File: config.mk
export PLATFORM = sky130hd
export DESIGN_NAME = hfg_stage_classifier_flat
export DESIGN_NICKNAME = d
export VERILOG_FILES = /design/src/rtl/hfg_stage_classifier_if.sv /design/src/rtl/hfg_stage_classifier.sv /design/src/flat_wrapper.sv
export SDC_FILE = /design/constraint.sdc
export NUM_CORES = 1
export LEC_CHECK = 0
export ABC_AREA = 0
export ABC_CLOCK_PERIOD_IN_PS = 3500
export CAP_MARGIN = 20
export CORE_UTILIZATION = 43
export CTS_BUF_LIST = sky130_fd_sc_hd__clkbuf_2
export DETAILED_ROUTE_END_ITERATION = 8
export GPL_TIMING_DRIVEN = 1
export PLACE_DENSITY = 0.67
export SYNTH_ARGS = -nofsm -noshare
export SYNTH_HDL_FRONTEND = slang
export SYNTH_SLANG_ARGS = --single-unit
File: constraint.sdc
create_clock -name iClk -period 3.5 [get_ports iClk]
set_clock_uncertainty 0.15 [all_clocks]
set_input_delay 0.525 -clock iClk [delete_from_list [all_inputs] [get_ports iClk]]
set_output_delay 0.525 -clock iClk [all_outputs]
set_load 0.005 [all_outputs]
File: src/rtl/hfg_stage_classifier_if.sv
// hfg_stage_classifier_if: feature-beat, stage-control and result signals of the cascade stage evaluator.
interface hfg_stage_classifier_if #(
  parameter int FEAT_W = 32,
  parameter int VAL_W  = 16,
  parameter int ACC_W  = 24,
  parameter int CNT_W  = 12
);
  logic                     iStart;
  logic [CNT_W-1:0]         iNum_Features;
  logic signed [ACC_W-1:0]  iStage_Threshold;
  logic                     iValid;
  logic signed [FEAT_W-1:0] iFeature;
  logic signed [FEAT_W-1:0] iWeak_Threshold;
  logic signed [VAL_W-1:0]  iLeft_Val;
  logic signed [VAL_W-1:0]  iRight_Val;
  logic                     oBusy;
  logic [CNT_W-1:0]         oFeature_Idx;
  logic                     oDone;
  logic                     oPass;
  logic signed [ACC_W-1:0]  oStage_Sum;
  modport master (
    output iStart, iNum_Features, iStage_Threshold, iValid, iFeature, iWeak_Threshold, iLeft_Val, iRight_Val,
    input  oBusy, oFeature_Idx, oDone, oPass, oStage_Sum
  );
  modport slave (
    input  iStart, iNum_Features, iStage_Threshold, iValid, iFeature, iWeak_Threshold, iLeft_Val, iRight_Val,
    output oBusy, oFeature_Idx, oDone, oPass, oStage_Sum
  );
endinterface

File: src/rtl/hfg_stage_classifier.sv
// hfg_stage_classifier: accumulates weak-classifier leaf values over one cascade stage and reports pass/fail.
module hfg_stage_classifier #(
  parameter int FEAT_W = 32,
  parameter int VAL_W  = 16,
  parameter int ACC_W  = 24,
  parameter int CNT_W  = 12
) (
  input logic iClk,
  input logic iReset_n,
  hfg_stage_classifier_if.slave bus
);
  typedef enum logic [1:0] {IDLE, ACCUM, DRAIN, DECIDE} state_t;
  localparam logic signed [ACC_W-1:0] MAX = {1'b0, {(ACC_W-1){1'b1}}};
  localparam logic signed [ACC_W-1:0] MIN = {1'b1, {(ACC_W-1){1'b0}}};
  state_t                  r_state, w_next;
  logic [CNT_W-1:0]        r_n, r_idx;
  logic signed [ACC_W-1:0] r_thr, r_acc, r_sum, w_acc_sat;
  logic signed [ACC_W:0]   w_wide;
  logic signed [VAL_W-1:0] r_leaf;
  logic                    r_leaf_v, r_done, r_pass;
  logic                    w_start, w_accept, w_last;
  // A new stage may not start in the oDone cycle, so results are never overwritten while presented.
  assign w_start  = r_state == IDLE && !r_done && bus.iStart;
  assign w_accept = r_state == ACCUM && bus.iValid;
  assign w_last   = w_accept && r_idx + CNT_W'(1) == r_n;
  assign w_wide   = {r_acc[ACC_W-1], r_acc} + {{(ACC_W+1-VAL_W){r_leaf[VAL_W-1]}}, r_leaf};
  assign w_acc_sat = w_wide[ACC_W] != w_wide[ACC_W-1] ? (w_wide[ACC_W] ? MIN : MAX) : w_wide[ACC_W-1:0];
  always_ff @(posedge iClk)
    r_state <= !iReset_n ? IDLE : w_next;
  // DRAIN lasts exactly one cycle: the only beat still in flight is added on the DRAIN->DECIDE edge.
  always_comb begin
    w_next = r_state;
    w_next = r_state == IDLE  ? (w_start ? (bus.iNum_Features != '0 ? ACCUM : DRAIN) : IDLE) :
             r_state == ACCUM ? (w_last ? DRAIN : ACCUM) :
             r_state == DRAIN ? DECIDE : IDLE;
  end
  always_ff @(posedge iClk) begin
    if (!iReset_n) begin
      r_n      <= '0;
      r_thr    <= '0;
      r_idx    <= '0;
      r_leaf   <= '0;
      r_leaf_v <= 1'b0;
      r_acc    <= '0;
      r_done   <= 1'b0;
      r_pass   <= 1'b0;
      r_sum    <= '0;
    end else begin
      r_leaf_v <= w_accept;
      r_done   <= r_state == DECIDE;
      r_idx    <= w_start ? '0 : w_accept ? r_idx + CNT_W'(1) : r_idx;
      r_acc    <= w_start ? '0 : r_leaf_v ? w_acc_sat : r_acc;
      if (w_start) begin
        r_n   <= bus.iNum_Features;
        r_thr <= bus.iStage_Threshold;
      end
      if (w_accept)
        r_leaf <= bus.iFeature < bus.iWeak_Threshold ? bus.iLeft_Val : bus.iRight_Val;
      if (r_state == DECIDE) begin
        r_sum  <= r_acc;
        r_pass <= r_acc >= r_thr;
      end
    end
  end
  assign bus.oBusy        = r_state != IDLE || r_done;
  assign bus.oFeature_Idx = r_idx;
  assign bus.oDone        = r_done;
  assign bus.oPass        = r_pass;
  assign bus.oStage_Sum   = r_sum;
endmodule
File: src/flat_wrapper.sv
// flat-port wrapper written by rule: the top's interface ports become plain ports
module hfg_stage_classifier_flat 
#(
  parameter int FEAT_W = 32,
  parameter int VAL_W  = 16,
  parameter int ACC_W  = 24,
  parameter int CNT_W  = 12
)
  (iClk, iReset_n, bus_iStart, bus_iNum_Features, bus_iStage_Threshold, bus_iValid, bus_iFeature, bus_iWeak_Threshold, bus_iLeft_Val, bus_iRight_Val, bus_oBusy, bus_oFeature_Idx, bus_oDone, bus_oPass, bus_oStage_Sum);
  hfg_stage_classifier_if #(.FEAT_W(FEAT_W), .VAL_W(VAL_W), .ACC_W(ACC_W), .CNT_W(CNT_W)) bus_i ();
  input logic iClk;
  input logic iReset_n;
  input wire logic [$bits(bus_i.iStart)-1:0] bus_iStart;
  input wire logic [$bits(bus_i.iNum_Features)-1:0] bus_iNum_Features;
  input wire logic [$bits(bus_i.iStage_Threshold)-1:0] bus_iStage_Threshold;
  input wire logic [$bits(bus_i.iValid)-1:0] bus_iValid;
  input wire logic [$bits(bus_i.iFeature)-1:0] bus_iFeature;
  input wire logic [$bits(bus_i.iWeak_Threshold)-1:0] bus_iWeak_Threshold;
  input wire logic [$bits(bus_i.iLeft_Val)-1:0] bus_iLeft_Val;
  input wire logic [$bits(bus_i.iRight_Val)-1:0] bus_iRight_Val;
  output wire logic [$bits(bus_i.oBusy)-1:0] bus_oBusy;
  output wire logic [$bits(bus_i.oFeature_Idx)-1:0] bus_oFeature_Idx;
  output wire logic [$bits(bus_i.oDone)-1:0] bus_oDone;
  output wire logic [$bits(bus_i.oPass)-1:0] bus_oPass;
  output wire logic [$bits(bus_i.oStage_Sum)-1:0] bus_oStage_Sum;
  assign bus_i.iStart = bus_iStart;
  assign bus_i.iNum_Features = bus_iNum_Features;
  assign bus_i.iStage_Threshold = bus_iStage_Threshold;
  assign bus_i.iValid = bus_iValid;
  assign bus_i.iFeature = bus_iFeature;
  assign bus_i.iWeak_Threshold = bus_iWeak_Threshold;
  assign bus_i.iLeft_Val = bus_iLeft_Val;
  assign bus_i.iRight_Val = bus_iRight_Val;
  assign bus_oBusy = bus_i.oBusy;
  assign bus_oFeature_Idx = bus_i.oFeature_Idx;
  assign bus_oDone = bus_i.oDone;
  assign bus_oPass = bus_i.oPass;
  assign bus_oStage_Sum = bus_i.oStage_Sum;
  hfg_stage_classifier #(.FEAT_W(FEAT_W), .VAL_W(VAL_W), .ACC_W(ACC_W), .CNT_W(CNT_W)) u_core (.iClk(iClk), .iReset_n(iReset_n), .bus(bus_i));
endmodule
==> results.json, run 1 <==
{
  "status": "complete, no violations",
  "drt_wl_total_um": 20500,
  "worstPathMaxFanout": 9,
  "tightest_slew_ps": 960,
  "rows": 48,
  "syn-cell-area_um2": 7580,
  "synth_area_leader_cell": "dfxtp_1",
  "avgSynthCellArea_um2": 8.22,
  "synth_ff_type": "dfxtp_1",
  "register_area_um2": 2340,
  "core_area_um2": 17200,
  "drc": 0,
  "finalSetupViolCount": 0,
  "synth-edff-count": 0,
  "gp_congestion": 0.861,
  "die-area_um2": 18200,
  "postSynth.asyncResetShare_pct": 0,
  "rr_worst_depth": 11,
  "ctsHoldBuffers": 0,
  "drive_gt1_share_pct": 7.91,
  "slew_headroom_pct": 35.9,
  "nets": 1317,
  "cp.required_ps": 3990,
  "ios": 175,
  "vdd.ir_drop.worst_v": 0.000171,
  "finalHoldViolCount": 0,
  "drt_iter0_markers": 336,
  "synth_area_leaders": "dfxtp_1, ha_1, nand2_1",
  "vias_per_cell": 5.13,
  "tns_ps": 0,
  "clock_latency_ps": 710,
  "clk_path_buf_depth": 2,
  "powerDensity_nw_per_um2": 323,
  "end_kind": "flip-flop",
  "start_util_pct": 44.0,
  "min_period_over_period_pct": 90.0,
  "slew_viol_final": 0,
  "area_growth_pct": 31.2,
  "vias": 6863,
  "post_drt_wl_per_cell_um": 15.3,
  "hpwl_um": 15600,
  "synth.distinct_cells": 59,
  "die_w_um": 135,
  "ys_top_cells_by_count": "nand2_1, dfxtp_1, ha_1, inv_1, a21boi_0",
  "grt_overflow": 0,
  "hold_class": "in2reg",
  "grt_pass1_wl_um": 32800,
  "min_period_ps": 3150,
  "p_leak_uw": 0.00418,
  "tritoncts": "built",
  "yosys.cell_count.top_type": "nand2_1",
  "dr.pass1.iters": 4,
  "cp.arrival_ps": 3630,
  "cts-root-buf": "clkbuf_2",
  "rsz0062_at_grt": "false",
  "io_buffers": 174,
  "finalPower_uw": 3220,
  "die_y_um": 135,
  "worstSetupPathType": "reg2reg",
  "cts_htree_levels": 4,
  "syn_inst": 923,
  "grt_use_total_pct": 23.2,
  "antenna_found_initial": 1,
  "ys_warn_count": 0,
  "fill_cells": 1665,
  "grt_max_degree": 60,
  "grt_pass1_vias": 6547,
  "synth.net_count": 1140,
  "cts.reportedPaths.clkPinSlew_ps": 190,
  "synth_top_area_share_pct": 30.9,
  "ant_nets": 0,
  "fmax_mhz": 317,
  "synth.yosys.seq_area_share_pct": 30.9,
  "synth-seq-cells": 117,
  "cap_violations": 0,
  "clock_sinks": 117,
  "min_path_cells": 2,
  "critPathLaunchType": "flip-flop",
  "numCtsBuffers": 17,
  "multi_input_area_um2": 4800
}
==> cell families (layout without fill, tap and decap cells) <==
group                      count (synthesis)  after routing  synth area share, %
muxes                                     20             20                 2.64
AOI/OAI and AO/OA                        266            266                 23.4
adders and majority gates                 99             99                 16.0
and+or+nand+nor                          259            259                 15.4
other                                      0              1                    0
DFF                                      117            117                 30.9
xor gates and xnor gates                  49             49                 5.66
buffers and inverters                    113            303                 5.97
==> metrics by stage <==
step / std cells / hold WS, ps / utilization (%) / setup WS (ps) / area (um2)
finish: 1339 / 92.7 / 57.7 / 350 / 9950
detailed placement: 1305 / 308 / 55.9 / 93.2 / 9630
global route: 1339 / 64.9 / 57.7 / 147 / 9950
global placement: 1305 / 299 / 55.9 / 202 / 9630
CTS: 1337 / 58.5 / 57.6 / 47.0 / 9930
floorplan: 923 / 293 / - / 536 / 7580
==> worst paths after layout <==
| path | start | endpoint | slack [ps] |
|---|---|---|---|
| worst min-delay path | iReset_n | u_core.bus.oStage_Sum[18] | 90 |
| worst max-delay path | u_core.r_leaf[15] | u_core.r_acc[5] | 350 |
| worst max register to register | u_core.r_leaf[15] | u_core.r_acc[5] | 350 |
| worst min register to register | u_core.r_thr[18] | u_core.r_thr[18] | 320 |
==> area by class of cell <==
cell class / count / share of cell area [%]
repair buffers: 203 / 19.8
flip-flops and latches: 117 / 23.5
clock buffers: 19 / 0.956
inverters: 68 / 2.57
clock inverters: 13 / 2.06
diodes: 1 / 0.0252
well taps: 225 / 2.83
multi-input cells: 693 / 48.3
==> power breakdown <==
part / internal (uW) / leakage [uW] / switching, uW
Sequential: 1380 / 0.000951 / 43.8
Clock: 547 / 0.000174 / 552
Combinational: 367 / 0.00305 / 324
Total: 2300 / 0.00418 / 920
==> flip-flops by register name (all words and copies together) (netlist names) <==
register / count
u_core.bus.oStage_Sum: 24
u_core.r_acc: 24
u_core.r_thr: 24
u_core.r_leaf: 16
u_core.bus.oFeature_Idx: 12
u_core.r_n: 12
u_core.r_state: 2
u_core.bus.oDone: 1
u_core.bus.oPass: 1
u_core.r_leaf_v: 1
==> worst max-delay path: stages (launching register included) <==
cell and delay [ps]:
dfxtp_1 610, ha_1 380, a21o_1 210, a21oi_1 180
nor2_1 50, or3_1 380, o211ai_4 120, a21boi_2 90
a21o_1 230, buf_4 210, maj3_1 340, a21oi_1 150
==> routing by layer <==
layer	routed length, um	global-route usage, %	up-vias	share of wire [%]
met3	1190	4.73	17	5.8
met1	9490	29.6	3105	46
met2	9560	39.6	163	47
li1	-	-	3578	-
met4	257	6.55	0	1.3
met5	0	0	-	0
==> cell usage in the layout, fill, tap and decap left out, types with 20 or more instances in the layout <==
| master | n |
|---|---|
| a21o_1 | 21 |
| a21oi_1 | 58 |
| ha_1 | 80 |
| xnor2_1 | 27 |
| inv_1 | 68 |
| clkdlybuf4s50_1 | 173 |
| buf_4 | 28 |
| o21ai_0 | 58 |
| nor2_1 | 35 |
| mux2i_1 | 20 |
| a21boi_0 | 62 |
| dfxtp_1 | 117 |
| nand2_1 | 148 |
| xor2_1 | 22 |
==> what timing repair did <==
item                                    4_1_cts  5_1_grt
buffers inserted                              0        1
endpoints found under the setup margin        0       19
resized for setup                             0        0
No activity file was read; power rests on OpenSTA's default activity.
==> inputs of run 2 (changes only) <==
Settings changed: CTS_BUF_LIST sky130_fd_sc_hd__clkbuf_2 to default.
==> results.json, run 2 (same netlist as run 1, synthesis figures left out) <==
{
  "critPathLaunchType": "flip-flop",
  "ios": 175,
  "grt_pass1_vias": 6717,
  "cts_resized": 0,
  "gp_congestion": 0.861,
  "met2RoutedLength_um": 9940,
  "rows": 48,
  "fill_cells": 1597,
  "cts.reportedPaths.clkPinSlew_ps": 60,
  "tightest_slew_ps": 1020,
  "grt_pass1_wl_um": 33500,
  "post_drt_wl_per_cell_um": 15.6,
  "cp.arrival_ps": 3320,
  "vias_per_cell": 5.18,
  "tns_ps": 0,
  "hold_class": "reg2reg",
  "min_period_over_period_pct": 89.6,
  "cp.required_ps": 3680,
  "p_leak_uw": 0.00432,
  "wl_met1_um": 9360,
  "cts_htree_levels": 4,
  "met3_length_um": 1320,
  "final_cell_mix": "clkdlybuf4s50_1, nand2_1, dfxtp_1",
  "cts-root-buf": "clkbuf_16",
  "core_area_um2": 17200,
  "powerDensity_nw_per_um2": 395,
  "fmax_mhz": 319,
  "drive_gt1_share_pct": 7.91,
  "ant_nets": 0,
  "dp_slack_ps": 93.2,
  "clock_latency_ps": 410,
  "rsz0062_at_grt": "false",
  "clk_path_buf_depth": 2,
  "highest_layer": "met4",
  "post-route-util_pct": 59.8,
  "tritoncts": "built",
  "worst_slack_ps": 365,
  "worstSetupPathType": "reg2reg",
  "io_buffers": 174,
  "slew_viol_final": 0,
  "worstPathMaxFanout": 9,
  "drt_wl_total_um": 20900,
  "drc": 0,
  "die_y_um": 135,
  "vdd.ir_drop.worst_v": 0.000382,
  "start_util_pct": 44.0,
  "nets": 1317,
  "min_period_ps": 3140,
  "finalHoldViolCount": 0,
  "grt_overflow": 0,
  "end_kind": "flip-flop",
  "ctsHoldBuffers": 0,
  "drt_iter0_markers": 310,
  "cap_violations": 0,
  "grt_use_total_pct": 23.6,
  "die_w_um": 135,
  "antenna_found_initial": 0,
  "final_common_cell": "clkdlybuf4s50_1",
  "finalSetupViolCount": 0,
  "clock_sinks": 117,
  "slew_headroom_pct": 32.0,
  "vias": 6929,
  "area_growth_pct": 35.9,
  "grt_max_degree": 60,
  "hpwl_um": 15600,
  "dr.pass1.iters": 4,
  "n_antenna_cell": 0,
  "numCtsBuffers": 17,
  "status": "complete, no violations",
  "die-area_um2": 18200
}
[run 2: cell types whose count changed in the layout (fill, tap and decap cells not counted), sizes merged]
cell / previous run / this run
clkinv: 6 / 4
diode: 1 / 0
clkbuf: 19 / 21
[run 2: worst max-delay path, cell delays in order (launching register included)]
cell	delay [ps]
dfxtp_1	320
ha_1	290
a21oi_1	220
or3b_1	380
o211ai_2	270
a21oi_2	160
o211ai_4	250
a21boi_2	90
a21o_1	230
buf_4	200
maj3_1	340
a21oi_1	150
[run 2: cell type report]
cell class	instances	area [um2]	area share [%]
Multi-Input combinational cell	693	4800	46.6
Sequential cell	117	2340	22.7
Timing Repair Buffer	203	1970	19.1
Clock buffer	21	460	4.47
Tap cell	225	282	2.73
Inverter	68	255	2.48
Clock inverter	11	198	1.92
[run 2: timing repair]
item                                    4_1_cts  5_1_grt
buffers inserted                              0        1
endpoints found under the setup margin        0       18
endpoints found under the hold margin         0        0
[run 2: routing by layer]
metal  vias up  track usage (%)
li1       3578                -
met3        16             4.50
met2       185             40.7
met5         -                0
met1      3150             29.8
met4         0             6.68
[run 2: where the power goes]
part | internal (uW) | leakage [uW] | switching (uW)
Sequential | 1380 | 0.000951 | 44.2
Combinational | 367 | 0.00305 | 327
Clock | 1310 | 0.000318 | 637
[run 2: worst paths after layout]
check	cells past startpoint	slack [ps]	start	end
max	11	360	u_core.r_leaf[5]	u_core.r_acc[5]
min	2	310	u_core.r_thr[18]	u_core.r_thr[18]
max reg2reg	11	360	u_core.r_leaf[5]	u_core.r_acc[5]
min reg2reg	2	310	u_core.r_thr[18]	u_core.r_thr[18]
[run 2: through the flow]
step / total power, uW / area [um2] / instances / hold WS (ps)
detailed placement: 2140 / 9630 / 1305 / 308
global placement: 2130 / 9630 / 1305 / 299
global route: 4230 / 10300 / 1338 / 340
floorplan: 1860 / 7580 / 923 / 293
finish: 4070 / 10300 / 1338 / 310
CTS: 4090 / 10300 / 1337 / 316
